### config.mk
export PLATFORM = sky130hd
export DESIGN_NAME = mux_out_deser
export DESIGN_NICKNAME = d
export VERILOG_FILES = /design/src/rtl/mux_out_deser.sv
export SDC_FILE = /design/constraint.sdc
export NUM_CORES = 1
export LEC_CHECK = 0
export ABC_AREA = 1
export CORE_ASPECT_RATIO = 0.6
export CORE_UTILIZATION = 54
export CTS_CLUSTER_DIAMETER = 120
export DETAILED_ROUTE_END_ITERATION = 10
export PLACE_DENSITY = 0.78
export SYNTH_ARGS = -nofsm -noshare
export SYNTH_HDL_FRONTEND = slang
export SYNTH_SLANG_ARGS = --single-unit
### constraint.sdc
create_clock -name clk -period 1.81 [get_ports clk]
set_input_delay 0.362 -clock clk [delete_from_list [all_inputs] [get_ports clk]]
set_output_delay 0.362 -clock clk [all_outputs]
set_load 0.01 [all_outputs]
### src/rtl/mux_out_deser.sv
// mux_out_deser: samples a single-bit mux output every SAMPLE_DIV cycles,
// shifts the samples MSB-first into a WIDTH-bit word, and presents each
// completed word on a valid/ready handshake with a sticky overrun flag.
//
// Ports:
//   clk, rst_n   clock and asynchronous active-low reset
//   start        one-cycle capture request (honoured only when idle)
//   continuous   1 = capture back-to-back words, 0 = one word then idle
//   bit_in       serial bit being sampled
//   ready        downstream accepts word_out when valid & ready
//   clear_ovr    synchronous clear of overrun
//   word_out     last completed word, first sample in the MSB
//   valid        word_out holds an unconsumed word
//   busy         capture in progress
//   overrun      sticky: a completed word was dropped under backpressure
module mux_out_deser #(
    parameter int WIDTH      = 8,
    parameter int SAMPLE_DIV = 5
) (
    input  logic             clk,
    input  logic             rst_n,
    input  logic             start,
    input  logic             continuous,
    input  logic             bit_in,
    input  logic             ready,
    input  logic             clear_ovr,
    output logic [WIDTH-1:0] word_out,
    output logic             valid,
    output logic             busy,
    output logic             overrun
);

    localparam int              BW       = $clog2(WIDTH + 1);
    localparam logic [7:0]      DIV_LOAD = 8'(SAMPLE_DIV - 1);
    localparam logic [BW-1:0]   LAST_BIT = BW'(WIDTH - 1);

    typedef enum logic {
        IDLE,
        CAPTURE
    } state_t;

    state_t           state;
    state_t           state_nxt;
    logic [7:0]       div_cnt;
    logic [BW-1:0]    bit_cnt;
    logic [WIDTH-1:0] shift;
    logic [WIDTH-1:0] next_word;
    logic             sample;
    logic             complete;
    logic             drop;

    assign sample    = (state == CAPTURE) && (div_cnt == 8'd0);
    assign complete  = sample && (bit_cnt == LAST_BIT);
    assign next_word = {shift[WIDTH-2:0], bit_in};
    // A finished word with the previous one still unconsumed is lost.
    assign drop      = complete && valid && !ready;
    assign busy      = (state != IDLE);

    always_ff @(posedge clk or negedge rst_n) begin
        if (!rst_n) begin
            state <= IDLE;
        end else begin
            state <= state_nxt;
        end
    end

    always_comb begin
        state_nxt = state;
        unique case (state)
            IDLE: begin
                if (start) begin
                    state_nxt = CAPTURE;
                end
            end
            CAPTURE: begin
                if (complete && !continuous) begin
                    state_nxt = IDLE;
                end
            end
            default: state_nxt = IDLE;
        endcase
    end

    always_ff @(posedge clk or negedge rst_n) begin
        if (!rst_n) begin
            div_cnt <= 8'd0;
            bit_cnt <= '0;
            shift   <= '0;
        end else if (state == IDLE) begin
            if (start) begin
                div_cnt <= DIV_LOAD;
                bit_cnt <= '0;
                shift   <= '0;
            end
        end else if (sample) begin
            shift   <= next_word;
            div_cnt <= DIV_LOAD;
            bit_cnt <= complete ? '0 : bit_cnt + BW'(1);
        end else begin
            div_cnt <= div_cnt - 8'd1;
        end
    end

    // A completion with ready=1 replaces the word being consumed, so
    // valid stays high without flagging an overrun.
    always_ff @(posedge clk or negedge rst_n) begin
        if (!rst_n) begin
            word_out <= '0;
            valid    <= 1'b0;
        end else if (complete && !drop) begin
            word_out <= next_word;
            valid    <= 1'b1;
        end else if (valid && ready) begin
            valid <= 1'b0;
        end
    end

    always_ff @(posedge clk or negedge rst_n) begin
        if (!rst_n) begin
            overrun <= 1'b0;
        end else if (drop) begin
            overrun <= 1'b1;
        end else if (clear_ovr) begin
            overrun <= 1'b0;
        end
    end

endmodule

### After elaboration in Yosys (flattened, before gate mapping)

Index checks and enable logic that the tools add are counted.

| operators by class | value |
|---|---|
| divide/modulo/power cells | 0 |
| shift-type cells | 0 |
| equality and inequality tests | 2 |
| add/subtract/negate cells | 2 |
| reductions and logical operators | 15 |
| order comparisons | 0 |
| mux-type cells | 17 |
| bitwise logic cells | 1 |
| multiply operators | 0 |

Operators with widths:

| kind | count |
|---|---|
| two-way mux 8 bit | 3 |
| two-way mux 7 bit | 3 |
| two-way mux 4 bit | 4 |
| zero test 8 bit | 1 |
| subtractor 8 x 1 -> 8 bit, second input constant | 1 |
| logical AND 1 bit | 7 |
| two-way mux 1 bit | 6 |
| nonzero test 2 bit | 3 |
| adder 4 x 1 -> 4 bit, second input constant | 1 |
| equality test 4 x 3 -> 1 bit, second input constant | 1 |
| zero test 1 bit | 3 |
| inequality test 2 x 1 -> 1 bit, second input constant | 1 |
| one-hot mux 1 bit (2 select lines) | 1 |
| AND reduction 2 bit | 1 |
| NOT 1 bit | 1 |

| word-level totals | value |
|---|---|
| memory bits (read-only) | 0 |
| bits in latches | 0 |
| word-level logic and storage cells | 44 |
| output and inout bits | 11 |
| register bits | 30 |
| bits in writable memories | 0 |
| input port bits | 7 |
| memories | 0 |

### Longest topological paths before layout

| logic depth | value |
|---|---|
| depth in word-level cells | 8 |
| gate-level depth with buffers | 9 |
| mapped depth without buffers | 8 |

### Worst setup path after synthesis

No wires, ideal clock.

| path | value |
|---|---|
| path type | flip-flop to flip-flop |
| from | register div_cnt[0] |
| to | register shift[1] |
| cell stages (with the launch flop) | 9 |
| setup slack | 539 ps |
| arrival | 1149 ps |
| setup time | 121 ps |
| path buffers | 1 |
| clock period less this slack | 1271 ps |
| path through | dfrtp_1 -> inv_1 -> ha_1 -> nand2_1 -> nor2_1 -> nand2_2 -> buf_6 -> nand3_1 -> o21ai_1 |

| between the ends | value |
|---|---|
| longest elaborated chain between the ends | 4 |

Ends and longest elaborated chain:

| what | line | text |
|---|---|---|
| start: declaration | 44 | `logic [7:0] div_cnt;` |
| start signal: assignment | 100 | `div_cnt <= div_cnt - 8'd1;` |
| zero test 8 bit | 52 | `assign sample = (state == CAPTURE) && (div_cnt == 8'd0);` |
| logical AND 1 bit | 52 |  |
| inequality test 2 x 1 -> 1 bit (no source line) | - |  |
| AND reduction 2 bit (no source line) | - |  |
| end signal: assignment | 96 | `shift <= next_word;` |
| end: declaration | 46 | `logic [WIDTH-1:0] shift;` |

Every way passes these cells.
A chain may end at the register's enable or synchronous reset.

### Final worst setup path

| path | value |
|---|---|
| from | register state, in the netlist busy |
| to | output port busy |

RTL lines:

| what | line | text |
|---|---|---|
| start: declaration | 42 | `state_t state;` |
| start signal: assignment | 63 | `state <= state_nxt;` |
| end: declaration | 29 | `output logic busy,` |

No word-level cell between the ends.

==> impl_metrics.yaml <==
outcome:
  status: "finished clean"
worst_setup_path:
  required_ps: 1450
  critPathSlowestCell: "clkdlybuf4s50_1"
  end_kind: "output pin"
  path_delay_family: "buffers and inverters"
  cp-start-kind: "flop"
  worstSetupPathType: "reg2out"
  cp_max_fo: 7
  crit_chain: "clkdlybuf4s50_1"
  cp.arrival_ps: 1360
  path_depth: 1
  r2r_cells: 7
  crit_buf_inv: 1
  critPathMaxStageDelay_ps: 590
routing:
  drtPass1Iterations: 4
  ant_nets: 0
  num_vias: 1270
  drt_wl_total_um: 3150
  drc: 0
  viasPerCell: 5.38
  drt_iter0_markers: 57
  wl_per_cell_um: 13.3
synth:
  postSynthNetCount: 190
  synth_cell_types: 23
  synth_adder_area_share: 0.0251
  synth_xor_xnor_area_share: 0.0117
  synthCells: 180
  netlist_area_um2: 1490
  synth_simple_gate_area_frac: 0.342
  synth-seq-cells: 30
  synth_top_family_by_area: "simple AND/OR/NAND/NOR gates"
  yosysWarnings: 0
  ys_seq_area_frac: 0.503
  synthMuxAreaShare: 0
  synth-compound-area-share: 0.0469
  syn_area_per_cell_um2: 8.29
floorplanning:
  ios: 18
  fp-row-count: 14
  die_y_um: 42.7
  core-area_um2: 2560
  start_util: 0.584
  dieArea_um2: 2990
  die_x_um: 69.9
sta:
  layout_min_cycle_time_ps: 1720
  clock_skew_ps: 5.02
  slew_headroom: 0.643
  max_freq_ghz: 0.580
  hold_violations: 0
  slew_violations: 0
  rsz0062_at_grt: "false"
  period_share: 0.952
  layout_setup_ws_ps: 86.1
  tightest_slew_ps: 534
  finalSetupViolCount: 0
  fin_tns_setup_ps: 0
pwr:
  p_leak_nw: 0.914
  total_power_mw: 2.40
  peakVddDrop_uv: 787
  p_per_area_nw_per_um2: 1350
global_routing:
  grt_pass1_vias: 1171
  globalRouteOverflowTotal: 0
  antenna_found_initial: 0
  grt_max_degree: 31
  grt_pass1_wl_um: 5550
  track_usage: 0.252
placed_design:
  place_congestion: 0.846
  dpl.hpwl_um: 2290
  pre_cts_ws_ps: 194
  place_inst: 228
  io_buffer_count: 17
cts:
  post_cts_buffers: 0
  clock_latency_ps: 280
  cts_tree: "yes"
  cts_buffers: 5
  hold_buffers: 0
  cts_num_sinks: 30
  cts_resized: 0
  cts_root_buf: "clkbuf_8"
  cts_max_level: 2
  clk_pin_slew_ps: 60
  cts_buffer_depth: 2
layout:
  diodes: 0
  fill_cells: 205
  layout_common_cells: "63 x nand2_1, 30 x dfrtp_1, 17 x inv_1, 17 x clkdlybuf4s50_1, 15 x nand3_1"
  drive_gt1_frac: 0.0980
  nets: 213
  layout_commonest_cell: "nand2_1"
  syn_to_final_growth_pct: 19.1
  multiInputGateArea_um2: 636
  instances_no_fill: 236
  seqCellArea_um2: 751
hold_path:
  hold_class: "in2async"
flow_run:
  maxCapViolations: 0
-- power by group --
group	internal [mW]	switching (mW)	leakage [nW]	total [mW]
sequential	0.898	0.221	0.373	1.12
clock	0.306	0.245	0.0482	0.552
combinational	0.290	0.441	0.493	0.732
-- per-layer routing --
| metal | track usage | wire length [um] | vias up |
|---|---|---|---|
| li1 | - | - | 624 |
| met1 | 0.357 | 1530 | 614 |
| met2 | 0.369 | 1440 | 28 |
| met3 | 0.0784 | 161 | 4 |
| met4 | 0.0920 | 21 | 0 |
| met5 | 0 | 0 | - |
-- path summary, 6_finish.rpt --
| check | start | end | slack, ps |
|---|---|---|---|
| max | busy$_DFF_PN0_ | busy | 90 |
| min reg2reg | word_out[5]$_DFFE_PN0P_ | word_out[5]$_DFFE_PN0P_ | 470 |
| max reg2reg | div_cnt[0]$_DFFE_PN0P_ | shift[4]$_DFFE_PN0P_ | 200 |
| max in group asynchronous | rst_n | div_cnt[0]$_DFFE_PN0P_ | 1060 |
| min in group clk | word_out[5]$_DFFE_PN0P_ | word_out[5]$_DFFE_PN0P_ | 470 |
| min | rst_n | shift[6]$_DFFE_PN0P_ | 470 |
-- cell usage after synthesis, drive strengths merged --
| library cell | count | area [um2] |
|---|---|---|
| nand4 | 9 | 56.3 |
| nor3b | 1 | 7.51 |
| nand3 | 17 | 103 |
| inv | 18 | 67.6 |
| o21ai | 14 | 70.1 |
| ha | 3 | 37.5 |
| nand2 | 65 | 254 |
| buf | 4 | 38.8 |
| or2 | 1 | 6.26 |
| xor2 | 2 | 17.5 |
| nor2 | 16 | 83.8 |
| dfrtp | 30 | 751 |
-- cell families after synthesis --
kind of cell | Yosys count
AOI/OAI and AO/OA | 14
xor gates and xnor gates | 2
adders and majority gates | 3
buffers and inverters | 22
DFF | 30
and+or+nand+nor | 109
-- area by class of cell --
| class | count | area share |
|---|---|---|
| well taps | 32 | 0.0225 |
| multi-input cells | 128 | 0.357 |
| clock inverters | 1 | 0.00281 |
| flip-flops and latches | 30 | 0.422 |
| inverters | 18 | 0.0380 |
| repair buffers | 20 | 0.108 |
| clock buffers | 7 | 0.0486 |
-- through the flow --
stage / utilization / hold WS, ps / cell area [um2]
global placement: 0.659 / 456 / 1690
detailed placement: 0.659 / 458 / 1690
global route: 0.695 / 494 / 1780
floorplan: - / 66.4 / 1490
CTS: 0.695 / 474 / 1780
finish: 0.695 / 465 / 1780
-- registers in the layout (all words and copies together), names as in the netlist --
register and flops:
valid 1, div_cnt 8, bit_cnt 4, shift 7, busy 1, overrun 1
word_out 8
No activity file was read; power rests on OpenSTA's default activity.
==> RTL edit, RTL diff (config.mk and constraints unchanged) <==
One comparison of `bit_cnt` changes from == to >=.
--- a/src/rtl/mux_out_deser.sv
+++ b/src/rtl/mux_out_deser.sv
@@ -50,7 +50,7 @@
     logic             drop;
 
     assign sample    = (state == CAPTURE) && (div_cnt == 8'd0);
-    assign complete  = sample && (bit_cnt == LAST_BIT);
+    assign complete  = sample && (bit_cnt >= LAST_BIT);
     assign next_word = {shift[WIDTH-2:0], bit_in};
     // A finished word with the previous one still unconsumed is lost.
     assign drop      = complete && valid && !ready;
Behaviour: no difference found for any inputs over 10 cycles, from zero or initial values and one cycle with rst_n low; that may be too few to reach the edited logic, so the function may still have changed.
==> RTL edit against the original RTL <==
First-iteration DRC count fell by 16%; setup slack improved by 50 ps; routed wire length fell by 5.9%; synthesized area fell by 1.8%; clock skew fell by 1.4 ps; largest power group unchanged; via count fell by 5.8%; total power rose by 7.5%; sequential share of layout area rose by 0.91 points; fmax rose by 3.0%; sequential cell count did not move; non-clock buffer count fell by 1; count of clock-buffer cells in the layout did not move; design area fell by 2.1%; combinational power rose by 26%.
==> RTL edit: results (changes against the original RTL) <==
Number of distinct library cells after synthesis -> 21 (was 23)
Most frequent cells after synthesis -> 51 x sky130_fd_sc_hd__nand2_1, 30 x sky130_fd_sc_hd__dfrtp_1, 17 x sky130_fd_sc_hd__inv_1, 15 x sky130_fd_sc_hd__nand3_1, 13 x sky130_fd_sc_hd__nor2_1 (was 63 x sky130_fd_sc_hd__nand2_1, 30 x sky130_fd_sc_hd__dfrtp_1, 17 x sky130_fd_sc_hd__inv_1, 15 x sky130_fd_sc_hd__nand3_1, 12 x sky130_fd_sc_hd__nor2_1)
Syn Nets -> 185 (was 190)
Largest vdd supply drop -> 0.000665 V (was 0.000787 V)
Global-route usage over all layers -> 23.0% (was 25.2%)
Register area share after synthesis -> 51.2% (was 50.3%)
Final GP Congestion -> 0.937 (was 0.846)
Total placed cells including tap cells -> 223 (was 228)
Wire length of the first global-routing pass -> 5060 um (was 5550 um)
Non-filler instance count after layout -> 230 (was 236)
Iter 0 DRT Violations -> 48 (was 57)
Standby leakage power -> 0.888 nW (was 0.914 nW)
Biggest cell delay along the critical path -> 590 ps (about the same)
Ranking of synthesized cells by area -> sky130_fd_sc_hd__dfrtp_1 51%, sky130_fd_sc_hd__nand2_1 13%, sky130_fd_sc_hd__nand3_1 5.1%, sky130_fd_sc_hd__inv_1 4.4%, sky130_fd_sc_hd__nand4_1 3.8% (was sky130_fd_sc_hd__dfrtp_1 50%, sky130_fd_sc_hd__nand2_1 16%, sky130_fd_sc_hd__nand3_1 5.0%, sky130_fd_sc_hd__inv_1 4.3%, sky130_fd_sc_hd__nand4_1 3.8%)
Total cell area at the placement stage -> 1660 um2 (was 1690 um2)
Reg2Reg Depth -> 6 (was 7)
Fillcell total -> 206 (was 205)
Reg-to-reg endpoint -> word_out[3]$_DFFE_PN0P_ (was shift[4]$_DFFE_PN0P_)
Path category of the worst min-delay check -> flip-flop to flip-flop (was input port to asynchronous set/reset pin)
Slew at the pin closest to its max-slew limit -> 461 ps (was 534 ps)
Final worst path period share -> 92.5% (was 95.2%)
Routed wire length per instance -> 12.9 um (was 13.3 um)
# nets final -> 208 (was 213)
Largest fanout on the critical path -> 6 (was 7)
Worst setup timing slack at the placement stage -> 230 ps (was 194 ps)
Detail Placement HPWL -> 2200 um (was 2290 um)
Mean cell area of the mapped netlist -> 8.37 um2 (was 8.29 um2)
Result of the run -> complete, no violations (unchanged)
Via count of the first global-routing pass -> 1083 (was 1171)
Area occupied by multi-input gates -> 613 um2 (was 636 um2)
Share of layout cells above drive strength 1 -> 10.1% (was 9.80%)
Arrival time reported for the critical path endpoint -> 1310 ps (was 1360 ps)
Worst hold slack -> 476 ps (was 465 ps)
Post-DR vias/cell -> 5.20 (was 5.38)
## RTL edit: worst min-delay path by stage
stage / cells past startpoint / end
floorplan: 0 / bit_cnt[0]$_DFFE_PN0P_
global placement: 2 / word_out[0]$_DFFE_PN0P_
detailed placement: 2 / word_out[4]$_DFFE_PN0P_
CTS: 2 / word_out[5]$_DFFE_PN0P_
global route: 2 / word_out[5]$_DFFE_PN0P_
finish: 2 / word_out[1]$_DFFE_PN0P_
## RTL edit: where the power goes
group | internal [mW] | switching, mW
registers | 0.935 | 0.239
logic | 0.371 | 0.549
clock network | 0.264 | 0.224
## RTL edit: layout make-up
cell class | instances | share of cell area, %
Sequential cell | 30 | 43.1
Multi-Input combinational cell | 122 | 35.2
Timing Repair Buffer | 19 | 10.6
Clock buffer | 7 | 4.39
Inverter | 20 | 4.31
Tap cell | 32 | 2.30
## RTL edit: cells by family (layout without fill, tap and decap cells)
| logic type | after synthesis | count (layout) | share of synthesized area [%] |
|---|---|---|---|
| adders and majority gates | 3 | 3 | 2.56 |
| xor gates and xnor gates | 1 | 1 | 0.598 |
| AOI/OAI and AO/OA | 20 | 20 | 7.00 |
| buffers and inverters | 23 | 46 | 6.92 |
| and+or+nand+nor | 98 | 98 | 31.7 |
| DFF | 30 | 30 | 51.2 |
## RTL edit: layer usage
| metal | track usage [%] | part of all wire (%) | vias to the layer above |
|---|---|---|---|
| met3 | 7.21 | 5.2 | 2 |
| met4 | 4.90 | 0.37 | 0 |
| met1 | 34.6 | 51 | 554 |
| met5 | 0 | 0 | - |
| li1 | - | - | 608 |
| met2 | 32.8 | 43 | 32 |
## RTL edit: worst min-delay path, delay by kind of cell (launching register included)
family | cells | cell delay (ps)
and+or+nand+nor | 2 | 100
DFF | 1 | 350
